**src/rtl/div_pkg.sv**
```systemverilog
// Shared constants for the iterative divider: FSM encoding, default width and
// the bit-counter sizing helper.
package div_pkg;

  localparam int unsigned DIV_WIDTH = 32;

  // FSM encoding, kept as plain localparams so older tools can consume it.
  localparam logic [1:0] StIdle = 2'd0;
  localparam logic [1:0] StCalc = 2'd1;
  localparam logic [1:0] StFix  = 2'd2;
  localparam logic [1:0] StDone = 2'd3;

  // Bits needed for a counter that runs WIDTH-1 down to 0.
  function automatic int unsigned cnt_width(input int unsigned w);
    return (w <= 2) ? 1 : $clog2(w);
  endfunction

  localparam int unsigned DIV_CNT_W = cnt_width(DIV_WIDTH);

endpackage

```
**src/rtl/div_step.sv**
```systemverilog
// One non-restoring division step: shift {A,Qw} left by one, then add or
// subtract the divisor according to the sign of A, then write the quotient bit.
module div_step
  import div_pkg::*;
#(
  parameter int unsigned WIDTH = DIV_WIDTH
) (
  input  logic [2*WIDTH:0] aq_i,   // {A (WIDTH+1 bits, signed), Qw (WIDTH bits)}
  input  logic [WIDTH-1:0] dvsr_i, // divisor magnitude
  output logic [2*WIDTH:0] aq_o
);

  logic [WIDTH:0] a_sh;
  logic [WIDTH:0] a_new;

  // Shift, add/sub, and quotient-bit insertion.
  always_comb begin
    // A's range keeps the shifted value inside WIDTH+1 signed bits, so the
    // pre-shift sign bit is also the sign of the shifted A.
    a_sh = aq_i[2*WIDTH-1:WIDTH-1];
    if (aq_i[2*WIDTH]) begin
      a_new = a_sh + {1'b0, dvsr_i};
    end else begin
      a_new = a_sh - {1'b0, dvsr_i};
    end
    aq_o = {a_new, aq_i[WIDTH-2:0], ~a_new[WIDTH]};
  end

endmodule

```
**src/rtl/seq_divider.sv**
```systemverilog
// Iterative signed divider, one quotient bit per clock. Quotient feeds LO,
// remainder feeds HI. Quotient truncates toward zero; remainder follows the
// dividend's sign.
module seq_divider
  import div_pkg::*;
#(
  parameter int unsigned WIDTH = DIV_WIDTH
) (
  input  logic             clock,
  input  logic             clear,
  input  logic             start,
  input  logic [WIDTH-1:0] Dvnd,
  input  logic [WIDTH-1:0] Dvsr,
  output logic             busy,
  output logic             done,
  output logic [WIDTH-1:0] Q,
  output logic [WIDTH-1:0] R,
  output logic             div_by_zero
);

  localparam int unsigned CntW = cnt_width(WIDTH);

  logic [1:0]       state_q, state_d;
  logic [CntW-1:0]  cnt_q, cnt_d;
  logic [2*WIDTH:0] aq_q, aq_d, aq_step;
  logic [WIDTH-1:0] dvsr_q, dvsr_d;
  logic             qsign_q, qsign_d;
  logic             rsign_q, rsign_d;
  logic             zero_q, zero_d;    // divisor was zero at accept
  logic             fixed_q, fixed_d;  // remainder correction already applied
  logic [WIDTH-1:0] q_q, q_d;
  logic [WIDTH-1:0] r_q, r_d;
  logic             dbz_q, dbz_d;

  logic [WIDTH-1:0] dvnd_mag, dvsr_mag, r_src;
  logic [WIDTH:0]   a_fix;

  div_step #(
    .WIDTH (WIDTH)
  ) u_step (
    .aq_i   (aq_q),
    .dvsr_i (dvsr_q),
    .aq_o   (aq_step)
  );

  // Operand magnitudes; |most-negative| is exact as an unsigned value.
  always_comb begin
    dvnd_mag = Dvnd[WIDTH-1] ? (~Dvnd + WIDTH'(1)) : Dvnd;
    dvsr_mag = Dvsr[WIDTH-1] ? (~Dvsr + WIDTH'(1)) : Dvsr;
    a_fix    = aq_q[2*WIDTH:WIDTH] + {1'b0, dvsr_q};
    // On divide-by-zero no steps ran, so Qw still holds |Dvnd|.
    r_src    = zero_q ? aq_q[WIDTH-1:0] : aq_q[2*WIDTH-1:WIDTH];
  end

  // Next-state logic for the FSM and datapath.
  always_comb begin
    state_d = state_q;
    cnt_d   = cnt_q;
    aq_d    = aq_q;
    dvsr_d  = dvsr_q;
    qsign_d = qsign_q;
    rsign_d = rsign_q;
    zero_d  = zero_q;
    fixed_d = fixed_q;
    q_d     = q_q;
    r_d     = r_q;
    dbz_d   = dbz_q;

    unique case (state_q)
      StIdle: begin
        if (start) begin
          aq_d    = {{(WIDTH + 1){1'b0}}, dvnd_mag};
          dvsr_d  = dvsr_mag;
          qsign_d = Dvnd[WIDTH-1] ^ Dvsr[WIDTH-1];
          rsign_d = Dvnd[WIDTH-1];
          cnt_d   = CntW'(WIDTH - 1);
          if (Dvsr == '0) begin
            // Skip the iteration; the result stage builds the fixed answer.
            zero_d  = 1'b1;
            fixed_d = 1'b1;
            state_d = StFix;
          end else begin
            zero_d  = 1'b0;
            fixed_d = 1'b0;
            state_d = StCalc;
          end
        end
      end
      StCalc: begin
        aq_d = aq_step;
        if (cnt_q == '0) begin
          state_d = StFix;
        end else begin
          cnt_d = cnt_q - CntW'(1);
        end
      end
      StFix: begin
        if (!fixed_q) begin
          // Non-restoring leaves A negative by one divisor when the last step overshot.
          if (aq_q[2*WIDTH]) begin
            aq_d[2*WIDTH:WIDTH] = a_fix;
          end
          fixed_d = 1'b1;
        end else begin
          if (zero_q) begin
            q_d = '1;
          end else begin
            q_d = qsign_q ? (~aq_q[WIDTH-1:0] + WIDTH'(1)) : aq_q[WIDTH-1:0];
          end
          r_d     = rsign_q ? (~r_src + WIDTH'(1)) : r_src;
          dbz_d   = zero_q;
          state_d = StDone;
        end
      end
      StDone: begin
        state_d = StIdle;
      end
      default: begin
        state_d = StIdle;
      end
    endcase
  end

  // State registers; clear aborts any divide in flight.
  always_ff @(posedge clock) begin
    if (clear) begin
      state_q <= StIdle;
      cnt_q   <= '0;
      aq_q    <= '0;
      dvsr_q  <= '0;
      qsign_q <= 1'b0;
      rsign_q <= 1'b0;
      zero_q  <= 1'b0;
      fixed_q <= 1'b0;
      q_q     <= '0;
      r_q     <= '0;
      dbz_q   <= 1'b0;
    end else begin
      state_q <= state_d;
      cnt_q   <= cnt_d;
      aq_q    <= aq_d;
      dvsr_q  <= dvsr_d;
      qsign_q <= qsign_d;
      rsign_q <= rsign_d;
      zero_q  <= zero_d;
      fixed_q <= fixed_d;
      q_q     <= q_d;
      r_q     <= r_d;
      dbz_q   <= dbz_d;
    end
  end

  // Status and result outputs.
  always_comb begin
    busy        = (state_q != StIdle);
    done        = (state_q == StDone);
    Q           = q_q;
    R           = r_q;
    div_by_zero = dbz_q;
  end

endmodule

```
**config.mk**
```make
export PLATFORM = sky130hd
export DESIGN_NAME = seq_divider
export DESIGN_NICKNAME = d
export VERILOG_FILES = /design/src/rtl/div_pkg.sv /design/src/rtl/div_step.sv /design/src/rtl/seq_divider.sv
export SDC_FILE = /design/constraint.sdc
export NUM_CORES = 1
export LEC_CHECK = 0
export CORE_MARGIN = 2
export CORE_UTILIZATION = 35
export CTS_BUF_LIST = sky130_fd_sc_hd__clkbuf_8 sky130_fd_sc_hd__clkbuf_16
export DETAILED_ROUTE_END_ITERATION = 16
export GPL_TIMING_DRIVEN = 0
export MAX_ROUTING_LAYER = met4
export PLACE_DENSITY = 0.52
export SLEW_MARGIN = 20
export SYNTH_ARGS = -nofsm -noshare
export SYNTH_HDL_FRONTEND = slang
export SYNTH_SLANG_ARGS = --single-unit
```
**constraint.sdc**
```tcl
create_clock -name clock -period 5.4 [get_ports clock]
set_input_delay 0.81 -clock clock [delete_from_list [all_inputs] [get_ports clock]]
set_output_delay 0.81 -clock clock [all_outputs]
set_load 0.01 [all_outputs]
```
==> flow_metrics.env <==
export IMPL_status="finished, final reports clean"
export IMPL_wl_per_cell_microns=20.6
export IMPL_fp_coreArea_sq_um=37800
export IMPL_whs_ns=0.451
export IMPL_antenna_found_initial=0
export IMPL_worst_slew_pin_slew_ns=0.975
export IMPL_internal_power_mw=3.71
export IMPL_rsz0062_at_grt="false"
export IMPL_die_x_microns=200
export IMPL_cts_root_buffer="clkbuf_16"
export IMPL_p_switching_mw=3.47
export IMPL_fin_worst_skew_ns=0.0148
export IMPL_synth_seq_area_share_pct=25.8
export IMPL_finalHoldViolCount=0
export IMPL_async_reset_ff_share_pct=0
export IMPL_drv_slew=0
export IMPL_cts_tree="built"
export IMPL_clkPwrFrac_pct=16.9
export IMPL_num_rows=71
export IMPL_synth_avg_cell_area_sq_um=7.49
export IMPL_max_stage_delay_ns=0.64
export IMPL_seqCellArea_sq_um=3460
export IMPL_grt_overflow=0
export IMPL_synth_seq_cells=173
export IMPL_ios=134
export IMPL_routed_wl_microns=50800
export IMPL_nets=2089
export IMPL_irDropWorstVdd_uv=243
export IMPL_min_path_cells=2
export IMPL_netlist_area_sq_um=13400
export IMPL_placed_area_sq_um=15400
export IMPL_fin_crit_ns=5.13
export IMPL_die_area_sq_um=40000
export IMPL_fp_dieH_microns=200
export IMPL_min_path_type="reg2reg"
export IMPL_synth_top_area_cell="dfxtp_1"
export IMPL_path_max_fanout=19
export IMPL_drt_vias_per_instance=5.58
export IMPL_slowest_stage="or4_1"
export IMPL_layout_drive_gt1_share_pct=2.81
export IMPL_final_period_utilization_pct=95.0
export IMPL_grt_max_degree=20
export IMPL_track_usage_pct=26.3
export IMPL_finalSetupTns_ns=0
export IMPL_setup_violations=0
export IMPL_max_freq_mhz=195
export IMPL_htree_levels=4
export IMPL_vias=13800
export IMPL_initialDrtViolationCount=1120
export IMPL_cts_hold_buf=0
export IMPL_place_congestion=0.972
export IMPL_port_buffer_count=132
export IMPL_initial_utilization_pct=35.6
export IMPL_worstSetupPathType="reg2reg"
export IMPL_ys_flop_type="dfxtp_1"
export IMPL_seqPwrFrac_pct=26.7
export IMPL_clk_transition_reported_paths_ns=0.07
export IMPL_syn_nets=1939
export IMPL_startpoint_type="flip-flop"
export IMPL_yosys_warnings=0
export IMPL_cp_required_ns=5.74
export IMPL_area_growth_pct=19.0
export IMPL_synth_area_top_cells="dfxtp_1 26%, xor2_1 7.6%, ha_1 7.1%, a21oi_1 6.1%, nand2_1 5.5%"
export IMPL_r2r_cells=14
export IMPL_crit_chain="clkbuf_1 > buf_1 > clkbuf_1 > buf_2 > mux2i_1 > ha_1 > o211ai_1 > or4_1 > or2_1 > nand3b_1 > nand2b_1 > o21ai_0 > xor2_1 > a22o_1"
export IMPL_drcViolationCount=0
export IMPL_fill_cells=3943
export IMPL_dr_pass1_iters=5
export IMPL_crit_cells=14
export IMPL_grt_pass1_vias=12800
export IMPL_p_leak_nw=6.21
export IMPL_cts_sinks=173
export IMPL_grt_pass1_wl_microns=76600
export IMPL_ys_types=66
export IMPL_syn_inst=1794
export IMPL_crit_arrival_ns=5.47
export IMPL_switching_share_pct=48.3
export IMPL_path_common_cell="clkbuf_1"
export IMPL_clock_path_buffers=2
export IMPL_final_cell_area_sq_um=16000
export IMPL_multi_input_area_sq_um=9440
export IMPL_clkLatencyLatePin_ns=0.46
export IMPL_critPathTopFamily="buffers and inverters"
export IMPL_power_frac_comb_pct=56.4
export IMPL_endpoint_kind="flip-flop"
export IMPL_relSlewSlack_pct=35.0
export IMPL_post_dp_hpwl_microns=41100
export IMPL_synth_top_area_share_pct=25.8
export IMPL_synth_edf_count=0
export IMPL_worst_path_buf_inv=4
export IMPL_power_density_nw_per_um2=449
export IMPL_post_cts_setup_buffers=0
export IMPL_cap_violations=0
export IMPL_numCtsBuffers=17
export IMPL_antenna_left=0
export IMPL_n_antenna_cell=0
[path summary, 6_finish.rpt]
| path | start | to | slack, ns |
|---|---|---|---|
| min reg2reg | R[5] | R[5] | 0.45 |
| min | R[5] | R[5] | 0.45 |
| max reg2reg | zero_q | R[28] | 0.27 |
| max | zero_q | R[28] | 0.27 |
[final cells by class]
class                   count  share of cell area, %
multi-input cells        1467                   59.0
flip-flops and latches    173                   21.6
repair buffers            132                   8.26
well taps                 511                   4.00
clock buffers              18                   2.74
plain buffers             108                   2.55
inverters                  45                   1.06
clock inverters            13                  0.751
[power groups by stage]
stage	combinational [mW]	clock, mW	sequential, mW
finish	4.06	1.21	1.92
global route	4.49	1.28	1.94
CTS	4.00	1.23	1.90
detailed placement	3.97	0	1.93
global placement	3.96	0	1.93
floorplan	2.90	0	1.77
[what timing repair did]
item | 4_1_cts | 5_1_grt
resized for setup | 0 | 3
setup endpoints to repair | 4 | 4
gates cloned | 0 | 0
[through the flow]
| step | setup slack (ns) | total power [mW] | util (%) | std cells |
|---|---|---|---|---|
| floorplan | 0.992 | 4.66 | - | 1794 |
| CTS | 0.0810 | 7.13 | 42.3 | 2467 |
| global placement | -0.421 | 5.89 | 40.8 | 2437 |
| finish | 0.272 | 7.19 | 42.4 | 2467 |
| detailed placement | -0.0706 | 5.90 | 40.8 | 2437 |
| global route | 0.0228 | 7.71 | 42.4 | 2467 |
[cells in the mapped netlist (11+ instances only)]
library cell / number
nand3_1: 21
nor3_1: 43
or3_1: 17
or4_1: 16
nand2b_1: 12
nor4_1: 13
o41ai_1: 13
a21oi_1: 163
xor2_1: 117
inv_1: 43
a31oi_1: 20
xnor2_1: 81
nand2_1: 198
o31ai_1: 28
o22ai_1: 34
mux2i_1: 41
o211ai_1: 16
a22o_1: 13
a211oi_1: 45
buf_1: 11
dfxtp_1: 173
a21o_1: 31
ha_1: 76
nand4_1: 15
o21ai_0: 124
o21a_1: 11
a22oi_1: 19
and3_1: 15
clkbuf_1: 96
nor2_1: 184
[routing by layer]
layer | share of wire (%) | track usage [%]
met5 | 0 | -
met4 | 2.4 | 7.49
met3 | 5.6 | 2.81
met2 | 45 | 42.3
met1 | 47 | 34.9
[cell families after synthesis]
family	share of synthesized area, %
and+or+nand+nor	20.1
AOI/OAI and AO/OA	26.0
xor gates and xnor gates	12.9
DFF	25.8
buffers and inverters	4.32
adders and majority gates	7.37
muxes	3.56
[registers in the layout, indices dropped and copies added, names as in the netlist]
register	count
aq_q	65
state_q	2
qsign_q	1
rsign_q	1
Q	32
cnt_q	5
fixed_q	1
zero_q	1
div_by_zero	1
R	32
dvsr_q	32
[layout by cell type (no fill, tap or decap), drive strengths merged, types with 7 or more instances in the layout]
cell           synthesis  routed
and2                   8       8
nand2b                12      12
a22oi                 19      19
nand3b                 7       7
dfxtp                173     173
xor2                 117     117
o21a                  11      11
nand4                 15      15
xnor2                 81      81
clkbuf                96     113
o211ai                16      16
clkdlybuf4s50          0     132
a21o                  31      31
or2                   11      11
a211oi                45      45
nor4                  14      14
and3                  15      15
or4                   17      17
o22ai                 34      34
o21ai                128     128
a31oi                 20      20
clkinv                 2       7
inv                   43      47
nand2                198     198
o41ai                 14      14
buf                   13      13
nor2                 184     184
a21oi                163     163
nand3                 21      21
a22o                  13      13
mux2i                 41      41
o31ai                 29      29
or3                   17      17
nor2b                  8       8
ha                    76      76
nor3b                  8       8
nor3                  43      43
[worst register-to-register path, delay by kind of cell (launching register included)]
| kind | cells | cell delay [ns] |
|---|---|---|
| buffers and inverters | 4 | 2.00 |
| AND/OR/NAND/NOR | 4 | 1.40 |
| XOR/XNOR | 1 | 0.10 |
| multiplexers | 1 | 0.37 |
| AO/OA/AOI/OAI | 3 | 0.55 |
| flip-flops | 1 | 0.33 |
| adder cells (fa/ha/maj) | 1 | 0.25 |
Power figures use the tool's default switching activity.
